**config.mk**
```make
export PLATFORM = sky130hd
export DESIGN_NAME = cpu_run_ctrl_flat
export DESIGN_NICKNAME = d
export VERILOG_FILES = /design/src/rtl/cpu_run_ctrl_pkg.sv /design/src/rtl/cpu_run_ctrl_if.sv /design/src/rtl/cpu_run_ctrl_btn_debounce.sv /design/src/rtl/cpu_run_ctrl.sv /design/src/flat_wrapper.sv
export SDC_FILE = /design/constraint.sdc
export NUM_CORES = 1
export LEC_CHECK = 0
export BUFFER_PORTS_ARGS = -buffer_cell sky130_fd_sc_hd__buf_2
export CAP_MARGIN = 20
export CORE_MARGIN = 4
export CORE_UTILIZATION = 59
export DETAILED_ROUTE_END_ITERATION = 10
export HOLD_SLACK_MARGIN = 0.05
export MAX_ROUTING_LAYER = met4
export PLACE_DENSITY = 0.79
export SYNTH_ARGS = -nofsm -noshare
export SYNTH_HDL_FRONTEND = slang
export SYNTH_SLANG_ARGS = --single-unit
```
**constraint.sdc**
```tcl
create_clock -name clock -period 2.2 [get_ports clock]
set_input_delay 0 -clock clock [delete_from_list [all_inputs] [get_ports clock]]
set_output_delay 0 -clock clock [all_outputs]
set_load 0.05 [all_outputs]
```
**src/rtl/cpu_run_ctrl_pkg.sv**
```systemverilog
// Shared types for the CPU run/step controller.
// Latency: n/a (types, constants and a helper function only).
// Backpressure: n/a.
package riswitch_ctrl_pkg;

  localparam int CYCLE_W = 32;

  typedef enum logic [2:0] {
    RST,
    IDLE,
    STEP,
    RUN,
    HALTED
  } run_state_t;

  // Increment that sticks at all-ones instead of wrapping.
  function automatic logic [CYCLE_W-1:0] sat_inc(input logic [CYCLE_W-1:0] v,
                                                 input logic              en);
    if (en && (v != {CYCLE_W{1'b1}})) begin
      return v + CYCLE_W'(1);
    end
    return v;
  endfunction

endpackage

```
**src/rtl/cpu_run_ctrl_if.sv**
```systemverilog
// Board/CPU-side signal bundle of the run controller.
// Latency: n/a (wiring only).
// Backpressure: none; all signals are levels or single-cycle pulses.
// master: the controller (takes buttons and CPU status, drives tick/reset/LED status).
// slave : the board/CPU side (drives buttons and CPU status, takes tick/reset/LED status).
interface cpu_run_ctrl_if;
  import riswitch_ctrl_pkg::*;

  logic               btn_step;
  logic               btn_run;
  logic               btn_rst;
  logic               halt;
  logic               trap;
  logic               cpu_tick;
  logic               cpu_reset;
  logic               running;
  logic               halted_ok;
  logic               halted_bad;
  logic [CYCLE_W-1:0] cycle_count;

  modport master (
    input  btn_step, btn_run, btn_rst, halt, trap,
    output cpu_tick, cpu_reset, running, halted_ok, halted_bad, cycle_count
  );

  modport slave (
    output btn_step, btn_run, btn_rst, halt, trap,
    input  cpu_tick, cpu_reset, running, halted_ok, halted_bad, cycle_count
  );

endinterface

```
**src/rtl/cpu_run_ctrl_btn_debounce.sv**
```systemverilog
// Button conditioner: 2-FF synchronizer, level debouncer, rising-edge press pulse.
// Latency: raw edge to press pulse = 2 + DEBOUNCE_CYCLES cycles.
// Backpressure: none; press is a one-cycle pulse, releases produce nothing.
// Ports: clock, reset (sync, active high), raw (async button), press (one-cycle pulse).
module btn_debounce #(
  parameter int DEBOUNCE_CYCLES = 100000
) (
  input  logic clock,
  input  logic reset,
  input  logic raw,
  output logic press
);

  localparam int CNT_W = (DEBOUNCE_CYCLES > 1) ? $clog2(DEBOUNCE_CYCLES) : 1;
  localparam logic [CNT_W-1:0] CNT_LAST = CNT_W'(DEBOUNCE_CYCLES - 1);

  logic             sync1_q;
  logic             sync2_q;
  logic             level_q;
  logic [CNT_W-1:0] cnt_q;

  // cnt_q counts consecutive cycles in which the synchronized input disagrees
  // with the accepted level; any agreeing cycle restarts the count.
  always_ff @(posedge clock) begin
    if (reset) begin
      sync1_q <= 1'b0;
      sync2_q <= 1'b0;
      level_q <= 1'b0;
      cnt_q   <= '0;
      press   <= 1'b0;
    end else begin
      sync1_q <= raw;
      sync2_q <= sync1_q;
      press   <= 1'b0;
      if (sync2_q == level_q) begin
        cnt_q <= '0;
      end else if (cnt_q == CNT_LAST) begin
        level_q <= sync2_q;
        cnt_q   <= '0;
        press   <= sync2_q;
      end else begin
        cnt_q <= cnt_q + CNT_W'(1);
      end
    end
  end

endmodule

```
**src/rtl/cpu_run_ctrl.sv**
```systemverilog
// Run/step sequencer: buttons -> one-cycle CPU clock enable and stretched CPU reset.
// Latency: press pulse -> state/tick change on the next edge; all outputs registered.
// Backpressure: none; presses are consumed or ignored in the cycle they arrive.
// Ports: clock, reset (sync, active high), bus (cpu_run_ctrl_if.master: buttons,
// halt/trap in; cpu_tick, cpu_reset, running, halted_ok/bad, cycle_count out).
module cpu_run_ctrl
  import riswitch_ctrl_pkg::*;
#(
  parameter int DEBOUNCE_CYCLES = 100000,
  parameter int RUN_DIV         = 1,
  parameter int RST_CYCLES      = 4
) (
  input  logic           clock,
  input  logic           reset,
  cpu_run_ctrl_if.master bus
);

  localparam int DIV_W     = 16;
  localparam int RST_CNT_W = (RST_CYCLES > 1) ? $clog2(RST_CYCLES) : 1;

  logic step_press, run_press, rst_press;

  btn_debounce #(.DEBOUNCE_CYCLES(DEBOUNCE_CYCLES)) u_step (
    .clock(clock), .reset(reset), .raw(bus.btn_step), .press(step_press));
  btn_debounce #(.DEBOUNCE_CYCLES(DEBOUNCE_CYCLES)) u_run (
    .clock(clock), .reset(reset), .raw(bus.btn_run), .press(run_press));
  btn_debounce #(.DEBOUNCE_CYCLES(DEBOUNCE_CYCLES)) u_rst (
    .clock(clock), .reset(reset), .raw(bus.btn_rst), .press(rst_press));

  run_state_t           state_q, state_d;
  logic [RST_CNT_W-1:0] rst_cnt_q, rst_cnt_d;
  logic [DIV_W-1:0]     div_q, div_d;
  logic                 tick_d;
  logic                 tick_q, cpu_reset_q, running_q, ok_q, bad_q;
  logic [CYCLE_W-1:0]   count_q, count_d;

  always_comb begin
    state_d   = state_q;
    rst_cnt_d = '0;
    div_d     = '0;
    tick_d    = 1'b0;

    case (state_q)
      RST: begin
        if (rst_cnt_q == RST_CNT_W'(RST_CYCLES - 1)) state_d = IDLE;
        else rst_cnt_d = rst_cnt_q + RST_CNT_W'(1);
      end
      IDLE: begin
        if (bus.halt)       state_d = HALTED;
        else if (run_press) state_d = RUN;
        else if (step_press) state_d = STEP;
      end
      STEP: state_d = IDLE;
      RUN: begin
        if (bus.halt)       state_d = HALTED;
        else if (run_press) state_d = IDLE;
      end
      HALTED: state_d = HALTED;
      default: state_d = RST;
    endcase

    // A reset press overrides everything and restarts the reset stretch.
    if (rst_press) begin
      state_d   = RST;
      rst_cnt_d = '0;
    end

    // Ticks are decided from the next state so they start and stop on the
    // same edge as the state change; div_q counts cycles since the last tick.
    if (state_d == RUN) begin
      if ((state_q != RUN) || (div_q == DIV_W'(RUN_DIV - 1))) tick_d = 1'b1;
      else div_d = div_q + DIV_W'(1);
    end else if (state_d == STEP) begin
      tick_d = 1'b1;
    end

    // The counter follows the registered tick, so a tick issued in the cycle
    // halt rises is still counted on the following edge.
    count_d = (state_d == RST) ? '0 : sat_inc(count_q, tick_q);
  end

  always_ff @(posedge clock) begin
    if (reset) begin
      state_q     <= RST;
      rst_cnt_q   <= '0;
      div_q       <= '0;
      tick_q      <= 1'b0;
      cpu_reset_q <= 1'b1;
      running_q   <= 1'b0;
      ok_q        <= 1'b0;
      bad_q       <= 1'b0;
      count_q     <= '0;
    end else begin
      state_q     <= state_d;
      rst_cnt_q   <= rst_cnt_d;
      div_q       <= div_d;
      tick_q      <= tick_d;
      cpu_reset_q <= (state_d == RST);
      running_q   <= (state_d == RUN);
      count_q     <= count_d;
      if (state_d == RST) begin
        ok_q  <= 1'b0;
        bad_q <= 1'b0;
      end else if ((state_d == HALTED) && (state_q != HALTED)) begin
        ok_q  <= bus.trap;
        bad_q <= !bus.trap;
      end
    end
  end

  assign bus.cpu_tick    = tick_q;
  assign bus.cpu_reset   = cpu_reset_q;
  assign bus.running     = running_q;
  assign bus.halted_ok   = ok_q;
  assign bus.halted_bad  = bad_q;
  assign bus.cycle_count = count_q;

endmodule
```
**src/flat_wrapper.sv**
```systemverilog
// flat-port wrapper written by rule: the top's interface ports become plain ports
module cpu_run_ctrl_flat import riswitch_ctrl_pkg::*;
#(
  parameter int DEBOUNCE_CYCLES = 100000,
  parameter int RUN_DIV         = 1,
  parameter int RST_CYCLES      = 4
)
  (clock, reset, bus_btn_step, bus_btn_run, bus_btn_rst, bus_halt, bus_trap, bus_cpu_tick, bus_cpu_reset, bus_running, bus_halted_ok, bus_halted_bad, bus_cycle_count);
  cpu_run_ctrl_if bus_i ();
  input  logic clock;
  input  logic reset;
  input wire logic [$bits(bus_i.btn_step)-1:0] bus_btn_step;
  input wire logic [$bits(bus_i.btn_run)-1:0] bus_btn_run;
  input wire logic [$bits(bus_i.btn_rst)-1:0] bus_btn_rst;
  input wire logic [$bits(bus_i.halt)-1:0] bus_halt;
  input wire logic [$bits(bus_i.trap)-1:0] bus_trap;
  output wire logic [$bits(bus_i.cpu_tick)-1:0] bus_cpu_tick;
  output wire logic [$bits(bus_i.cpu_reset)-1:0] bus_cpu_reset;
  output wire logic [$bits(bus_i.running)-1:0] bus_running;
  output wire logic [$bits(bus_i.halted_ok)-1:0] bus_halted_ok;
  output wire logic [$bits(bus_i.halted_bad)-1:0] bus_halted_bad;
  output wire logic [$bits(bus_i.cycle_count)-1:0] bus_cycle_count;
  assign bus_i.btn_step = bus_btn_step;
  assign bus_i.btn_run = bus_btn_run;
  assign bus_i.btn_rst = bus_btn_rst;
  assign bus_i.halt = bus_halt;
  assign bus_i.trap = bus_trap;
  assign bus_cpu_tick = bus_i.cpu_tick;
  assign bus_cpu_reset = bus_i.cpu_reset;
  assign bus_running = bus_i.running;
  assign bus_halted_ok = bus_i.halted_ok;
  assign bus_halted_bad = bus_i.halted_bad;
  assign bus_cycle_count = bus_i.cycle_count;
  cpu_run_ctrl #(.DEBOUNCE_CYCLES(DEBOUNCE_CYCLES), .RUN_DIV(RUN_DIV), .RST_CYCLES(RST_CYCLES)) u_core (.clock(clock), .reset(reset), .bus(bus_i));
endmodule
```
After elaboration in Yosys (flattened, before gate mapping)

Index checks and enable logic that the tools add are counted.

Bits in registers: 121

Add/subtract/negate cells: 6
Equal/unequal tests: 17
Mux-type cells: 13
Bitwise logic cells: 8
Reduce and logical (&&, ||, !) cells: 19

Operators with widths:

| kind                  | count |
|---|---|
| $add 17x1->17 const B | 3 |
| $eq 17x17->1 const B  | 3 |
| $add 32x1->32 const B | 1 |
| $mux 32               | 1 |
| $ne 32x32->1 const B  | 1 |
| $mux 3                | 7 |
| $reduce_or 3->1       | 7 |
| $add 16x1->16 const B | 1 |
| $logic_not 16->1      | 1 |
| $pmux 3 s5            | 1 |
| $eq 3x2->1 const B    | 4 |
| $not 1->1             | 8 |
| $eq 3x3->1 const B    | 2 |
| $logic_not 3->1       | 2 |
| $reduce_and 2->1      | 3 |
| $mux 1                | 4 |
| $reduce_or 4->1       | 1 |
| $eq 1x1->1            | 3 |
| $eq 3x1->1 const B    | 1 |
| $ne 3x2->1 const B    | 1 |
| $ne 3x3->1 const B    | 1 |
| $add 2x1->2 const B   | 1 |
| $eq 2x2->1 const B    | 1 |
| $logic_and 1x1->1     | 2 |
| other kinds (3)       | 3 |

Logic depth before layout (Yosys ltp)

Depth after elaboration: 8
Depth in mapped cells: 9
Gate-level depth less buffers: 7

By module

Synthesis repeated with hierarchy kept, for this count alone.

Cells, all modules: 598
Area, all modules: 5497.8 µm²

By module, submodules not included:

| module       | times used | cells an instance | area an instance (µm²) | sequential area each (µm²) |
|---|---|---|---|---|
| btn_debounce | 3          | 93                | 923.4                  | 420.4 |
| cpu_run_ctrl | 1          | 319               | 2727.6                 | 1161.1 |

Least setup slack after synthesis

Ideal clock, no wire load.

Kind: reg2reg
Start: register u_core.count_q[9] (netlist: u_core.bus.cycle_count[9])
End: register u_core.count_q[31] (netlist: u_core.bus.cycle_count[31])
Arrival: 2.238 ns
Setup slack: -0.108 ns
Stages on the path, launching flop included: 6
Buffers on the path: 0
Period minus slack after synthesis: 2.308 ns
Path through: dfxtp_1 nand4_2 or4_4 or3_1 or3_1 a21oi_1

Longest elaborated chain between the ends: 3
Elaborated cells between the ends (all ways): 5

RTL lines:

| element                                               | line                | source |
|---|---|---|
| start: declaration                                    | cpu_run_ctrl.sv:35  | `logic [CYCLE_W-1:0] count_q, count_d;` |
| start signal: assignment                              | cpu_run_ctrl.sv:100 | `count_q <= count_d;` |
| branches (longest 3 deep; another with $add 32x1->32) | --                  |  |

Parallel ways; which one is timed is not known. The select of a mux whose other input is x is not followed.
A chain may end at the register's enable or synchronous reset.

Final worst setup path

Start: register u_core.count_q[15] (netlist: u_core.bus.cycle_count[15])
End: register u_core.count_q[31] (netlist: u_core.bus.cycle_count[31])

Same word-level chain as after synthesis.

==> metrics.md <==
| Metric | Value |
|---|---|
| Post-synthesis instance total | 599 |
| DRT Wirelength | 10,720 um |
| Die H | 102.3 um |
| Register area share after synthesis | 46.17% |
| Die area | 0.01046 mm2 |
| Setup violators final | 0 |
| Post-synth EDFFs | 0 |
| Fillcell total | 638 |
| Pwr Total | 4.962 mW |
| Synth Warn # | 0 |
| Static Leak | 2.258 nW |
| Placed cells | 741 |
| Final Hold Fails | 0 |
| # diodes | 0 |
| Relative max-transition margin | 54.74% |
| Clock slew at the register clock pins of the worst setup and hold paths | 0.06 ns |
| Core box area | 0.008678 mm2 |
| Area of the multi-input gates | 0.002688 mm2 |
| Max Slew Vio Count | 0 |
| Start point of the worst hold path | bus_trap |
| Area share of the largest cell type after synthesis | 46.17% |
| Worst R2R Setup Slack | 0.12 ns |
| Tot GR Track Use | 22.38% |
| Reg-to-Reg Start | u_core.bus.cycle_count[15] |
| Worst Setup End Kind | flop |
| Period utilisation layout | 94.53% |
| Critical Path RT | 2.63 ns |
| Layout area overhead | 20.30% |
| Startpoint Class | flop |
| Grt ovf | 0 |
| Post-synth ARST share | 0% |
| Die width | 102.3 um |
| Post-route insts no fill | 781 |
| Crit Path Class | flop to flop |
| Top cells by area, synth | dfxtp_1 46%, nor2_1 8.0%, xor2_1 7.2%, xnor2_1 6.7%, nand3_1 3.3% |
| Setup_tns | 0 ns |
| Met1 usage | 26.58% |
| Num CTS Buffers | 17 |
| Worst Reg-to-Reg Cells | 5 |
| Clock Skew | 0.008119 ns |
| Total number of vias | 4,345 |
| Io pins | 44 |
| Layout cell share with drive strength beyond 1 | 16.49% |
| Maximum clock path buffer count | 2 |
| Initial core utilization | 60.45% |
| Syn nets | 613 |
| Status | finished, final reports clean |
| Tmin final | 2.080 ns |
| Syn Area/Cell | 8.758 um2 |
| Gpl congestion | 0.8138 |
| DRC violations left | 0 |
| Synth Flop Type | dfxtp_1 |
| Met2 usage | 36.68% |
| Cell Rows | 34 |
| Top achievable clock speed | 480.8 MHz |
| Drt first pass iters | 5 |
| Hold depth | 5 |
| Pin count of the biggest net entering global routing | 23 |
| Pre-CTS WS | 0.06158 ns |
| CTS tree | built |
| Synth Register Bits | 121 |
| Global-route wire length before repair | 18,370 um |
| Crit path arrival time | 2.51 ns |
| Hold Path Sink | u_core.bus.halted_bad |
| Max rail drop VDD | 0.0006329 V |
| Register Area | 0.002439 mm2 |
| Worst hold path class | primary input to flop |
| Max-Cap Viols | 0 |
| WL/cell | 13.73 um |
| Root Buffer | clkbuf_8 |
| Clk_lat worst skew | 0.50 ns |
| Port buffer count | 43 |
| PwrDens | 786.2 mW/mm2 |
| DR iter-0 viols | 180 |
| Vias in the first global route | 4,278 |
| Initial antenna violation count | 0 |
| GRT Max-Usage Layer | met2 |
| Setup WS post-layout | 0.1203 ns |
| H-tree depth | 4 |
| TritonCTS Sinks | 121 |
| Largest fanout on the critical path | 7 |
| Mapped Area | 0.005246 mm2 |
| Synth cell types | 44 |
| Antenna Violating Nets Remaining | 0 |
| Worst-Margin Slew | 0.6728 ns |
| Setup Fix Bufs, Post-CTS | 0 |
| Met3 usage | 5.188% |
| Synth area leader | dfxtp_1 |
| Nets@finish | 676 |
| R2R Path End | u_core.bus.cycle_count[31] |
| Vias per inst | 5.563 |
| Detailed-placement wirelength estimate | 7109 um |
cell usage in the layout (no fill, tap or decap), types with 3 or more instances in the layout:
cell type and n:
nor2_1 112, dfxtp_1 108, xor2_1 43, buf_2 43, xnor2_1 40, nand2_1 37, nand3_1 35, nand4_1 21
and3_1 18, inv_1 17, clkbuf_16 16, nor4_1 15, buf_4 13, dfxtp_2 13, nor3_1 12, and4_1 12
or3_1 10, a21oi_1 10, dlygate4sd3_1 10, nor2b_1 8, ha_1 7, o21ai_0 6, mux2i_1 5, or4_1 5
clkbuf_8 5, or2_2 4, nor4b_1 4, o31ai_1 4, a31oi_1 3, a211oi_1 3, clkinvlp_4 3
critical path, cell delays in order (launching register included):
cell and delay (ns):
dfxtp_2 0.38, nand4_1 0.22, or4_4 0.56, or3_1 0.34
or3_1 0.35, a21oi_1 0.16
final cells by class:
type | instances | share of cell area, %
Multi-Input combinational cell | 438 | 42.59
Sequential cell | 121 | 38.64
Clock buffer | 23 | 7.554
Timing Repair Buffer | 66 | 6.542
Tap cell | 108 | 2.141
Clock inverter | 7 | 1.467
Inverter | 18 | 1.071
layer usage:
layer,share of wire (%),wire [um]
met5,0,0
met1,44,4739
met4,0.90,97
met3,3.7,392
met2,51,5491
where the power goes:
group | switching, mW | internal [mW]
clock | 0.901 | 1.71
combinational | 0.0755 | 0.0489
sequential | 0.0111 | 2.21
total | 0.987 | 3.97
what timing repair did:
item                                    in CTS  in global routing
endpoints found under the hold margin       19                  0
gates resized for setup                      0                  4
endpoints found under the setup margin       0                 19
hold buffers                                10                  0
worst max-delay path by stage:
stage | start | end | slack (ns) | depth (start not counted)
6_report | u_core.bus.cycle_count[15] | u_core.bus.cycle_count[31] | 0.12 | 5
5_1_grt | u_core.bus.cycle_count[15] | u_core.bus.cycle_count[26] | -0.02 | 6
4_1_cts | u_core.bus.cycle_count[0] | u_core.bus.cycle_count[31] | 0.05 | 6
3_5_place_dp | u_core.bus.cycle_count[0] | u_core.bus.cycle_count[27] | 0.06 | 6
3_3_place_gp | u_core.bus.cycle_count[0] | u_core.bus.cycle_count[25] | 0.21 | 6
2_1_floorplan | u_core.bus.cycle_count[12] | u_core.bus.cycle_count[31] | 0.001 | 5
cell families (layout without fill, tap and decap cells):
logic type	after synthesis	count (layout)	synth area share (%)
muxes	5	5	0.9540
and+or+nand+nor	308	308	29.88
buffers and inverters	40	114	2.957
AOI/OAI and AO/OA	35	35	4.508
DFF	121	121	46.17
adders and majority gates	7	7	1.669
xor gates and xnor gates	83	83	13.86
state kept, by name (all words and copies together), names as in the netlist, 2 cells and up:
register,count
u_core.u_run.cnt_q,17
u_core.state_q,3
u_core.u_step.cnt_q,17
u_core.u_rst.cnt_q,17
u_core.bus.cycle_count,32
u_core.rst_cnt_q,2
u_core.div_q,16
per-stage QoR:
step                utilization [%]  hold slack [ns]  area, um2
floorplan                         -           0.1282       5263
global route                  72.72           0.3957       6311
detailed placement            64.79           0.2163       5623
global placement              64.79           0.2078       5623
finish                        72.72           0.3856       6311
CTS                           72.51           0.3702       6292
Yosys cell counts (6+ instances only):
cell / number
o21ai_0: 6
xor2_1: 43
or3_1: 10
and3_1: 19
nand3_1: 35
nor2_1: 112
clkbuf_1: 18
nor4_1: 17
xnor2_1: 40
and4_1: 12
nand2_1: 37
dfxtp_1: 121
ha_1: 7
nand4_1: 21
nor2b_1: 8
inv_1: 17
nor3_1: 12
a21oi_1: 10
Note: power is estimated with default switching activity, not from simulation.
